==> src/rtl/hazard_pkg.sv <==
// Shared types for the pipeline hazard controller.
// The control bundle is ordered as the stage enables, then bubbles, flush and stall.
package hazard_pkg;

    typedef enum logic {
        S_RUN,
        S_MUL
    } state_e;

    localparam int REG_ZERO = 0;

    typedef struct packed {
        logic pc_write;
        logic if_id_write;
        logic id_ex_write;
        logic ex_mem_write;
        logic mem_wb_write;
        logic id_ex_bubble;
        logic ex_mem_bubble;
        logic if_id_flush;
        logic is_stall;
    } ctrl_t;

    localparam ctrl_t CTRL_RUN    = 9'b11111_000_0;
    localparam ctrl_t CTRL_FREEZE = 9'b00000_000_1;
    localparam ctrl_t CTRL_MUL    = 9'b00011_010_1;
    localparam ctrl_t CTRL_BRANCH = 9'b11111_101_0;
    localparam ctrl_t CTRL_DATA   = 9'b00111_100_1;

endpackage

==> src/rtl/hazard_raw_cmp.sv <==
// Read-after-write match of the ID sources against one producer stage.
// x0 is hardwired to zero and never creates a dependency.
module hazard_raw_cmp
    import hazard_pkg::*;
#(
    parameter int REG_ADDR_W = 5
) (
    input  logic [REG_ADDR_W-1:0] rd_i,
    input  logic                  wr_i,
    input  logic [REG_ADDR_W-1:0] rs1_i,
    input  logic [REG_ADDR_W-1:0] rs2_i,
    input  logic                  use_rs1_i,
    input  logic                  use_rs2_i,
    output logic                  hit_o
);

    logic rd_nz;

    assign rd_nz = (rd_i != REG_ADDR_W'(REG_ZERO));

    assign hit_o = wr_i & rd_nz &
                   ((use_rs1_i & (rs1_i == rd_i)) |
                    (use_rs2_i & (rs2_i == rd_i)));

endmodule

==> src/rtl/pipeline_hazard_ctrl.sv <==
// Central stall/flush controller: memory freeze, multi-cycle EX occupancy,
// branch flush and RAW stalls, with saturating stall/flush counters.
module pipeline_hazard_ctrl
    import hazard_pkg::*;
#(
    parameter int REG_ADDR_W = 5,
    parameter int FORWARDING = 1,
    parameter int MUL_LAT    = 3,
    parameter int CNT_W      = 16
) (
    input  logic                  clk,
    input  logic                  reset,
    input  logic [REG_ADDR_W-1:0] id_rs1,
    input  logic [REG_ADDR_W-1:0] id_rs2,
    input  logic                  id_use_rs1,
    input  logic                  id_use_rs2,
    input  logic [REG_ADDR_W-1:0] ex_rd,
    input  logic                  ex_reg_write,
    input  logic                  ex_mem_read,
    input  logic                  ex_is_mul,
    input  logic [REG_ADDR_W-1:0] mem_rd,
    input  logic                  mem_reg_write,
    input  logic                  dmem_req,
    input  logic                  dmem_ready,
    input  logic                  ex_branch_taken,
    output logic                  pc_write,
    output logic                  if_id_write,
    output logic                  id_ex_write,
    output logic                  ex_mem_write,
    output logic                  mem_wb_write,
    output logic                  id_ex_bubble,
    output logic                  ex_mem_bubble,
    output logic                  if_id_flush,
    output logic                  is_stall,
    output logic [CNT_W-1:0]      stall_cycles,
    output logic [CNT_W-1:0]      flush_count
);

    localparam int MC_W = $clog2(MUL_LAT + 1);
    localparam logic [MC_W-1:0] MUL_INIT =
        (MUL_LAT > 2) ? MC_W'(MUL_LAT - 2) : '0;

    state_e           state_q, state_d;
    logic [MC_W-1:0]  mul_cnt_q, mul_cnt_d;
    logic [CNT_W-1:0] stall_q, stall_d;
    logic [CNT_W-1:0] flush_q, flush_d;
    ctrl_t            ctrl;
    logic             flush_inc;
    logic             mem_freeze;
    logic             ex_wr;
    logic             ex_hit;
    logic             mem_hit;
    logic             data_stall;

    assign mem_freeze = dmem_req & ~dmem_ready;
    assign ex_wr = (FORWARDING != 0) ? ex_mem_read : ex_reg_write;

    hazard_raw_cmp #(.REG_ADDR_W(REG_ADDR_W)) u_ex_cmp (
        .rd_i      (ex_rd),
        .wr_i      (ex_wr),
        .rs1_i     (id_rs1),
        .rs2_i     (id_rs2),
        .use_rs1_i (id_use_rs1),
        .use_rs2_i (id_use_rs2),
        .hit_o     (ex_hit)
    );

    hazard_raw_cmp #(.REG_ADDR_W(REG_ADDR_W)) u_mem_cmp (
        .rd_i      (mem_rd),
        .wr_i      (mem_reg_write),
        .rs1_i     (id_rs1),
        .rs2_i     (id_rs2),
        .use_rs1_i (id_use_rs1),
        .use_rs2_i (id_use_rs2),
        .hit_o     (mem_hit)
    );

    // With full bypass only the load in EX can't be forwarded in time.
    assign data_stall = ex_hit | ((FORWARDING == 0) & mem_hit);

    always_comb begin
        ctrl      = CTRL_RUN;
        state_d   = state_q;
        mul_cnt_d = mul_cnt_q;
        flush_inc = 1'b0;
        if (reset) begin
            ctrl = CTRL_RUN;
        end else if (mem_freeze) begin
            ctrl = CTRL_FREEZE;
        end else if (state_q == S_MUL) begin
            ctrl      = CTRL_MUL;
            mul_cnt_d = mul_cnt_q - MC_W'(1);
            if (mul_cnt_q <= MC_W'(1)) begin
                state_d = S_RUN;
            end
        end else if (ex_is_mul && (MUL_LAT > 1)) begin
            ctrl = CTRL_MUL;
            if (MUL_LAT > 2) begin
                state_d   = S_MUL;
                mul_cnt_d = MUL_INIT;
            end
        end else if (ex_branch_taken) begin
            ctrl      = CTRL_BRANCH;
            flush_inc = 1'b1;
        end else if (data_stall) begin
            ctrl = CTRL_DATA;
        end
    end

    always_comb begin
        stall_d = stall_q;
        flush_d = flush_q;
        if (ctrl.is_stall && (stall_q != '1)) begin
            stall_d = stall_q + CNT_W'(1);
        end
        if (flush_inc && (flush_q != '1)) begin
            flush_d = flush_q + CNT_W'(1);
        end
    end

    always_ff @(posedge clk) begin
        if (reset) begin
            state_q   <= S_RUN;
            mul_cnt_q <= '0;
            stall_q   <= '0;
            flush_q   <= '0;
        end else begin
            state_q   <= state_d;
            mul_cnt_q <= mul_cnt_d;
            stall_q   <= stall_d;
            flush_q   <= flush_d;
        end
    end

    assign pc_write      = ctrl.pc_write;
    assign if_id_write   = ctrl.if_id_write;
    assign id_ex_write   = ctrl.id_ex_write;
    assign ex_mem_write  = ctrl.ex_mem_write;
    assign mem_wb_write  = ctrl.mem_wb_write;
    assign id_ex_bubble  = ctrl.id_ex_bubble;
    assign ex_mem_bubble = ctrl.ex_mem_bubble;
    assign if_id_flush   = ctrl.if_id_flush;
    assign is_stall      = ctrl.is_stall;
    assign stall_cycles  = stall_q;
    assign flush_count   = flush_q;

endmodule

==> config.mk <==
export PLATFORM = sky130hd
export DESIGN_NAME = pipeline_hazard_ctrl
export DESIGN_NICKNAME = d
export VERILOG_FILES = /design/src/rtl/hazard_pkg.sv /design/src/rtl/hazard_raw_cmp.sv /design/src/rtl/pipeline_hazard_ctrl.sv
export SDC_FILE = /design/constraint.sdc
export NUM_CORES = 1
export LEC_CHECK = 0
export ABC_AREA = 0
export CAP_MARGIN = 40
export CORE_MARGIN = 3
export CORE_UTILIZATION = 41
export CTS_BUF_LIST = sky130_fd_sc_hd__clkbuf_8
export DETAILED_ROUTE_END_ITERATION = 6
export GPL_ROUTABILITY_DRIVEN = 0
export PLACE_DENSITY = 0.89
export SLEW_MARGIN = 20
export SYNTH_ARGS = -nofsm -noshare
export SYNTH_HDL_FRONTEND = slang
export SYNTH_SLANG_ARGS = --single-unit
==> constraint.sdc <==
create_clock -name clk -period 1.7 [get_ports clk]
set_input_delay 0.255 -clock clk [delete_from_list [all_inputs] [get_ports clk]]
set_output_delay 0.255 -clock clk [all_outputs]
set_load 0.05 [all_outputs]
; ---- Word level (Yosys, flattened, before mapping)
; Index checks and enable logic that the tools add are counted.
[word_totals]
out_inout_bits = 41
word_cells = 41
reg_bits = 35
[classes]
bitwise_logic = 8
n_reduce_logical = 5
mux = 16
n_lt_le_gt_ge = 1
add_sub_neg = 3
eq_ne = 4
[op_table]
columns = operator, count
row1 = $mux W9, 6
row2 = $add A16 B1 Y16 const B, 2
row3 = $ne A16 B16 Y1 const B, 2
row4 = $eq A5 B5 Y1, 2
row5 = $mux W1, 8
row6 = $and A1 B1 Y1, 5
row7 = $reduce_bool A5 Y1, 1
row8 = $mux W2, 2
row9 = $le A2 B1 Y1 const B, 1
row10 = $logic_and A1 B1 Y1, 2
row11 = $not A1 Y1, 2
row12 = $reduce_and A2 Y1, 1
row13 = $reduce_bool A2 Y1, 1
row14 = $sub A2 B1 Y2 const B, 1
row15 = $or A1 B1 Y1, 1

; ---- Longest topological paths before layout
[logic_depth]
ltp_word = 11
depth_mapped = 10
mapped_depth_nobuf = 7

; ---- Cells and area by module
; A second synthesis with hierarchy kept.
[unflattened]
hier_cells = 252
hier_area_um2 = 2142.1
[modules_own_cells]
columns = mod, cells_each, seq_area_each_um2, instances, area_per_inst_um2
row1 = pipeline_hazard_ctrl, 235, 700.7, 1, 2008.2
row2 = hazard_raw_cmp, 17, 0.0, 1, 133.9

; ---- Least setup slack after synthesis
; OpenSTA, ideal clock, no wires.
[synth_path]
path_type = input to output
start = input port ex_rd[0]
end = output port is_stall
path_buffers = 0
slack_ns = -0.913
arrival_time_ns = 2.358
required_ns = 1.445
cell_stages = 4
path_cell_list = or4_1 o211a_1 a21oi_1 inv_1
[synth_between]
elab_chain_cells = 10
word_cells_on_any_way = 14
classes_between = eq/ne (2) / mux (6) / bitwise (5) / reduce/logical (1)
[synth_lines]
columns = element, line
row1 = start: declaration, pipeline_hazard_ctrl.sv:17  ; input logic [REG_ADDR_W-1:0] ex_rd,
row2 = $eq A5 B5 Y1 (on tied branches), "hazard_raw_cmp.sv:22, hazard_raw_cmp.sv:23"
row3 = $and A1 B1 Y1 (on tied branches), "hazard_raw_cmp.sv:22, hazard_raw_cmp.sv:23"
row4 = $or A1 B1 Y1, hazard_raw_cmp.sv:22  ; ((use_rs1_i & (rs1_i == rd_i)) |
row5 = $and A1 B1 Y1 (*), hazard_raw_cmp.sv:21  ; assign hit_o = wr_i & rd_nz &
row6 = $mux W9 (*), pipeline_hazard_ctrl.sv:105  ; end else if (data_stall) begin
row7 = $mux W9 (*), pipeline_hazard_ctrl.sv:102  ; end else if (ex_branch_taken) begin
row8 = $mux W9 (*), pipeline_hazard_ctrl.sv:96  ; end else if (ex_is_mul && (MUL_LAT > 1)) begin
row9 = $mux W9 (*), pipeline_hazard_ctrl.sv:90  ; end else if (state_q == S_MUL) begin
row10 = $mux W9 (*), pipeline_hazard_ctrl.sv:88  ; end else if (mem_freeze) begin
row11 = $mux W9 (*), pipeline_hazard_ctrl.sv:86  ; if (reset) begin
row12 = end: declaration, pipeline_hazard_ctrl.sv:34  ; output logic is_stall,
; Every way passes the cells marked *; elsewhere a longest branch is shown, timed or not.

; ---- Worst setup path in the final report
[layout_path]
start = register stall_q[12] (netlist: stall_cycles[12])
end = register stall_q[12] (netlist: stall_cycles[12])
[layout_between]
elab_chain_cells = 2
word_cells_on_any_way = 3
classes_between = add/sub (1) / eq/ne (1) / reduce/logical (1)
[layout_lines]
columns = element, line
row1 = start: declaration, pipeline_hazard_ctrl.sv:45  ; logic [CNT_W-1:0] stall_q, stall_d;
row2 = start signal: assignment, pipeline_hazard_ctrl.sv:130  ; stall_q <= stall_d;
row3 = branches (longest 2 deep; another with $add A16 B1 Y16), n/a
; Several ways; the timed one is not identified.
; A chain may end at the register's enable or synchronous reset.

==> results.md <==
* CTS Sinks at 35
* Synth Instances at 227
* First-pass GRT wire length at 10,200 µm
* Power share of the combinational group at 24.9%
* Final WL at 7090 µm
* Syn_nets at 261
* Die height at 74.5 µm
* Busiest grt layer: met2
* Psw at 0.536 mW
* Clock power share at 30.5%
* Root Buffer: clkbuf_8
* CP Data Arrival Time at 2.11 ns
* Switching part of the total at 29.0%
* Die area at 5550 µm²
* Worst Setup End Kind: flop
* Final hold violations at 0
* Share of cells above drive strength 1 at 57.6%
* Worst vdd ir at 0.000518 V
* Top Ports at 72
* Crit path to: stall_cycles[12]$_SDFFE_PP0P_
* R2R cell count at 8
* Later-pin clock latency in the skew report at 0.29 ns
* TritonCTS clock tree: built
* H-tree levels at 2
* Sequential share of power at 44.5%
* Post-Syn Area per Cell at 8.47 µm²
* Total gr overflow at 0
* Status: finished with violations
* Seq/Total Area, Yosys at 36.5%
* Reg-to-Reg End: stall_cycles[12]$_SDFFE_PP0P_
* Period utilization at 113%
* Met1 Track Usage GR at 25.3%
* Largest area contributor in the netlist: dfxtp_1
* Netlist cell types at 43
* Area contributors post-synth: dfxtp_1 36%, xnor2_1 6.4%, a21oi_1 4.9%
* Met2 usage at 45.3%
* Area grow syn2layout at 80.5%
* DRT antenna net count at 0
* Drt first-iter violations at 135
* Synth top area share at 36.5%
* Clock Skews at 0.00713 ns
* Initial Utilization at 43.2%
* Worst setup SP type: flop
* Drt pass-1 iters at 4
* Critical Path Fanout Max at 3
* Vias in the first global route at 2,196
* Via density at 5.65
* Pint at 1.31 mW
* Worst r2r src: stall_cycles[12]$_SDFFE_PP0P_
* Max Freq at 0.518 GHz
* Setup CP Type: flop to flop
* Worst Max-Slew Pin Slew at 0.361 ns
* Max cap viols at 0
* Worst Slack Setup Final at -0.229 ns
* Tot GR Track Use at 23.9%
* DR DRC count at 0
* Routed len/inst at 17.7 µm
* Failing checks: negative setup slack
* Synthesized area at 1920 µm²
* Row cnt at 24
* Antenna violations before repair at 0
* CP Launch Point: stall_cycles[12]$_SDFFE_PP0P_
* HP Class: flop to flop
* Max Slew Vio Count at 0
* RSZ-0062 raised after global routing: yes
* Num CTS Buffers at 5
* Antenna diodes at 0
* Synth Flop Type: dfxtp_1
* Vias at 2,264
* Clock tree buffer depth at 2
* Core Footprint at 4440 µm²
* Worst Hold Slack at 0.498 ns
* Hold path start: mul_cnt_q[0]$_SDFFE_PP0P_
* Slew HR at 75.9%
* Finish-stage setup viols at 20
* R2R Setup Slk at -0.23 ns
* GRT met3 Usage at 5.54%
* Synth Register Bits at 35
* PortBufs at 64
* Number of flops mapped to enable cells by yosys at 0
* CTS clk-pin slew, worst paths at 0.07 ns
* Synth warnings at 0
* Leak Pwr at 1.43 nW
* Pin count of the biggest net entering global routing at 18
* CP Data Required Time at 1.88 ns
* NumNets Final at 382
* DP Wirelength at 4290 µm
* Async SR Flop Fraction at 0%
* Pwr dens at 532 nW/µm²
* Die width at 74.5 µm
* Minimum clock period at 1.93 ns
* Power Total at 1.85 mW
[Yosys cell counts, types with 3 or more instances]
library cell / count
inv_1: 8
nor2_1: 22
nor3_1: 4
xnor2_1: 14
o31ai_1: 5
and3_1: 4
ha_1: 3
or3_1: 10
or4_1: 6
nand2_1: 13
xor2_1: 8
and4_1: 3
buf_4: 3
buf_6: 5
clkbuf_1: 3
nand3_1: 13
a21oi_1: 19
o21ai_0: 6
o21ai_1: 8
nand4_1: 8
dfxtp_1: 35
[what timing repair did]
action                                  4_1_cts  5_1_grt
endpoints found under the setup margin       30       29
gates resized for setup                      58       48
gates cloned                                  2        0
hold buffers                                  0        0
setup buffers                                12        3
pin swaps                                    40       35
[power groups by stage]
stage | Combinational, mW | Clock [mW] | Sequential (mW)
2_1_floorplan | 0.174 | 0 | 0.867
3_5_place_dp | 0.378 | 0 | 0.840
3_3_place_gp | 0.366 | 0 | 0.840
6_report | 0.461 | 0.564 | 0.822
4_1_cts | 0.433 | 0.575 | 0.822
5_1_grt | 0.482 | 0.612 | 0.824
[cells in the final DEF (no fill, tap or decap), types with 3 or more instances in the layout]
cell type / n
nor2_1: 20
nand2_1: 12
dfxtp_1: 9
xnor2_1: 10
clkbuf_2: 6
a21oi_4: 3
buf_12: 11
buf_6: 10
and4_4: 3
dlygate4sd2_1: 8
o31ai_2: 3
xor2_1: 7
or3_1: 6
dfxtp_4: 16
nand3_1: 13
a21oi_2: 8
and3_4: 4
a21oi_1: 9
xnor2_2: 4
o21ai_1: 6
buf_4: 81
or4_4: 4
nor3_1: 3
clkbuf_8: 5
dfxtp_2: 10
inv_1: 7
nand4_1: 8
o21ai_0: 6
or3_4: 4
[cells by family (layout without fill, tap and decap cells)]
logic type / after synthesis / after routing / synth area share [%]
and+or+nand+nor: 96 / 96 / 28.3
DFF: 35 / 35 / 36.5
buffers and inverters: 20 / 142 / 6.44
muxes: 2 / 2 / 1.30
AOI/OAI and AO/OA: 49 / 49 / 15.6
xor gates and xnor gates: 22 / 22 / 10.0
adders and majority gates: 3 / 3 / 1.95
[per-layer routing]
metal / vias to the layer above / share of wire (%) / wire length, µm
met5: - / 0 / 0
met4: 0 / 3.5 / 245
met3: 25 / 5.4 / 380
met2: 94 / 54 / 3810
met1: 1086 / 37 / 2650
li1: 1059 / - / -
[critical path: stages (launching register included)]
cell and delay, ns:
dfxtp_4 0.34, and3_4 0.18, and3_4 0.20, a41oi_4 0.26, a21oi_4 0.11, buf_6 0.15, buf_6 0.11, nor3_4 0.15
mux2_4 0.31
[through the flow]
stage	cells	setup slack [ns]	instance area [µm²]	util [%]	TNS, ns
floorplan	227	-0.280	2080	-	-1.72
CTS	399	-0.203	3330	75.0	-3.14
detailed placement	377	-0.698	3040	68.3	-17.13
global route	401	-0.280	3470	78.0	-4.56
finish	401	-0.229	3470	78.0	-3.40
global placement	377	-0.579	3040	68.3	-14.64
[final cells by class]
cell class | instances | area, µm²
timing repair buffer | 125 | 1130
inverter | 9 | 36.3
multi-input combinational | 172 | 1380
clock inverter | 3 | 12.5
tap | 52 | 65.1
fill | 286 | 976
sequential | 35 | 773
clock buffer | 5 | 68.8
[sequential cells by signal, summed over array words and instances (netlist names)]
signal	flops
flush_count	16
state_q	1
stall_cycles	16
mul_cnt_q	2
[worst min-delay path by stage]
stage / to / slack, ns / cells after the start
2_1_floorplan: stall_cycles[2]$_SDFFE_PP0P_ / 0.44 / 2
3_3_place_gp: mul_cnt_q[0]$_SDFFE_PP0P_ / 0.47 / 1
3_5_place_dp: mul_cnt_q[0]$_SDFFE_PP0P_ / 0.49 / 1
4_1_cts: stall_cycles[13]$_SDFFE_PP0P_ / 0.49 / 2
5_1_grt: mul_cnt_q[0]$_SDFFE_PP0P_ / 0.52 / 1
6_report: mul_cnt_q[0]$_SDFFE_PP0P_ / 0.50 / 1
(Power assumes the default switching activity.)
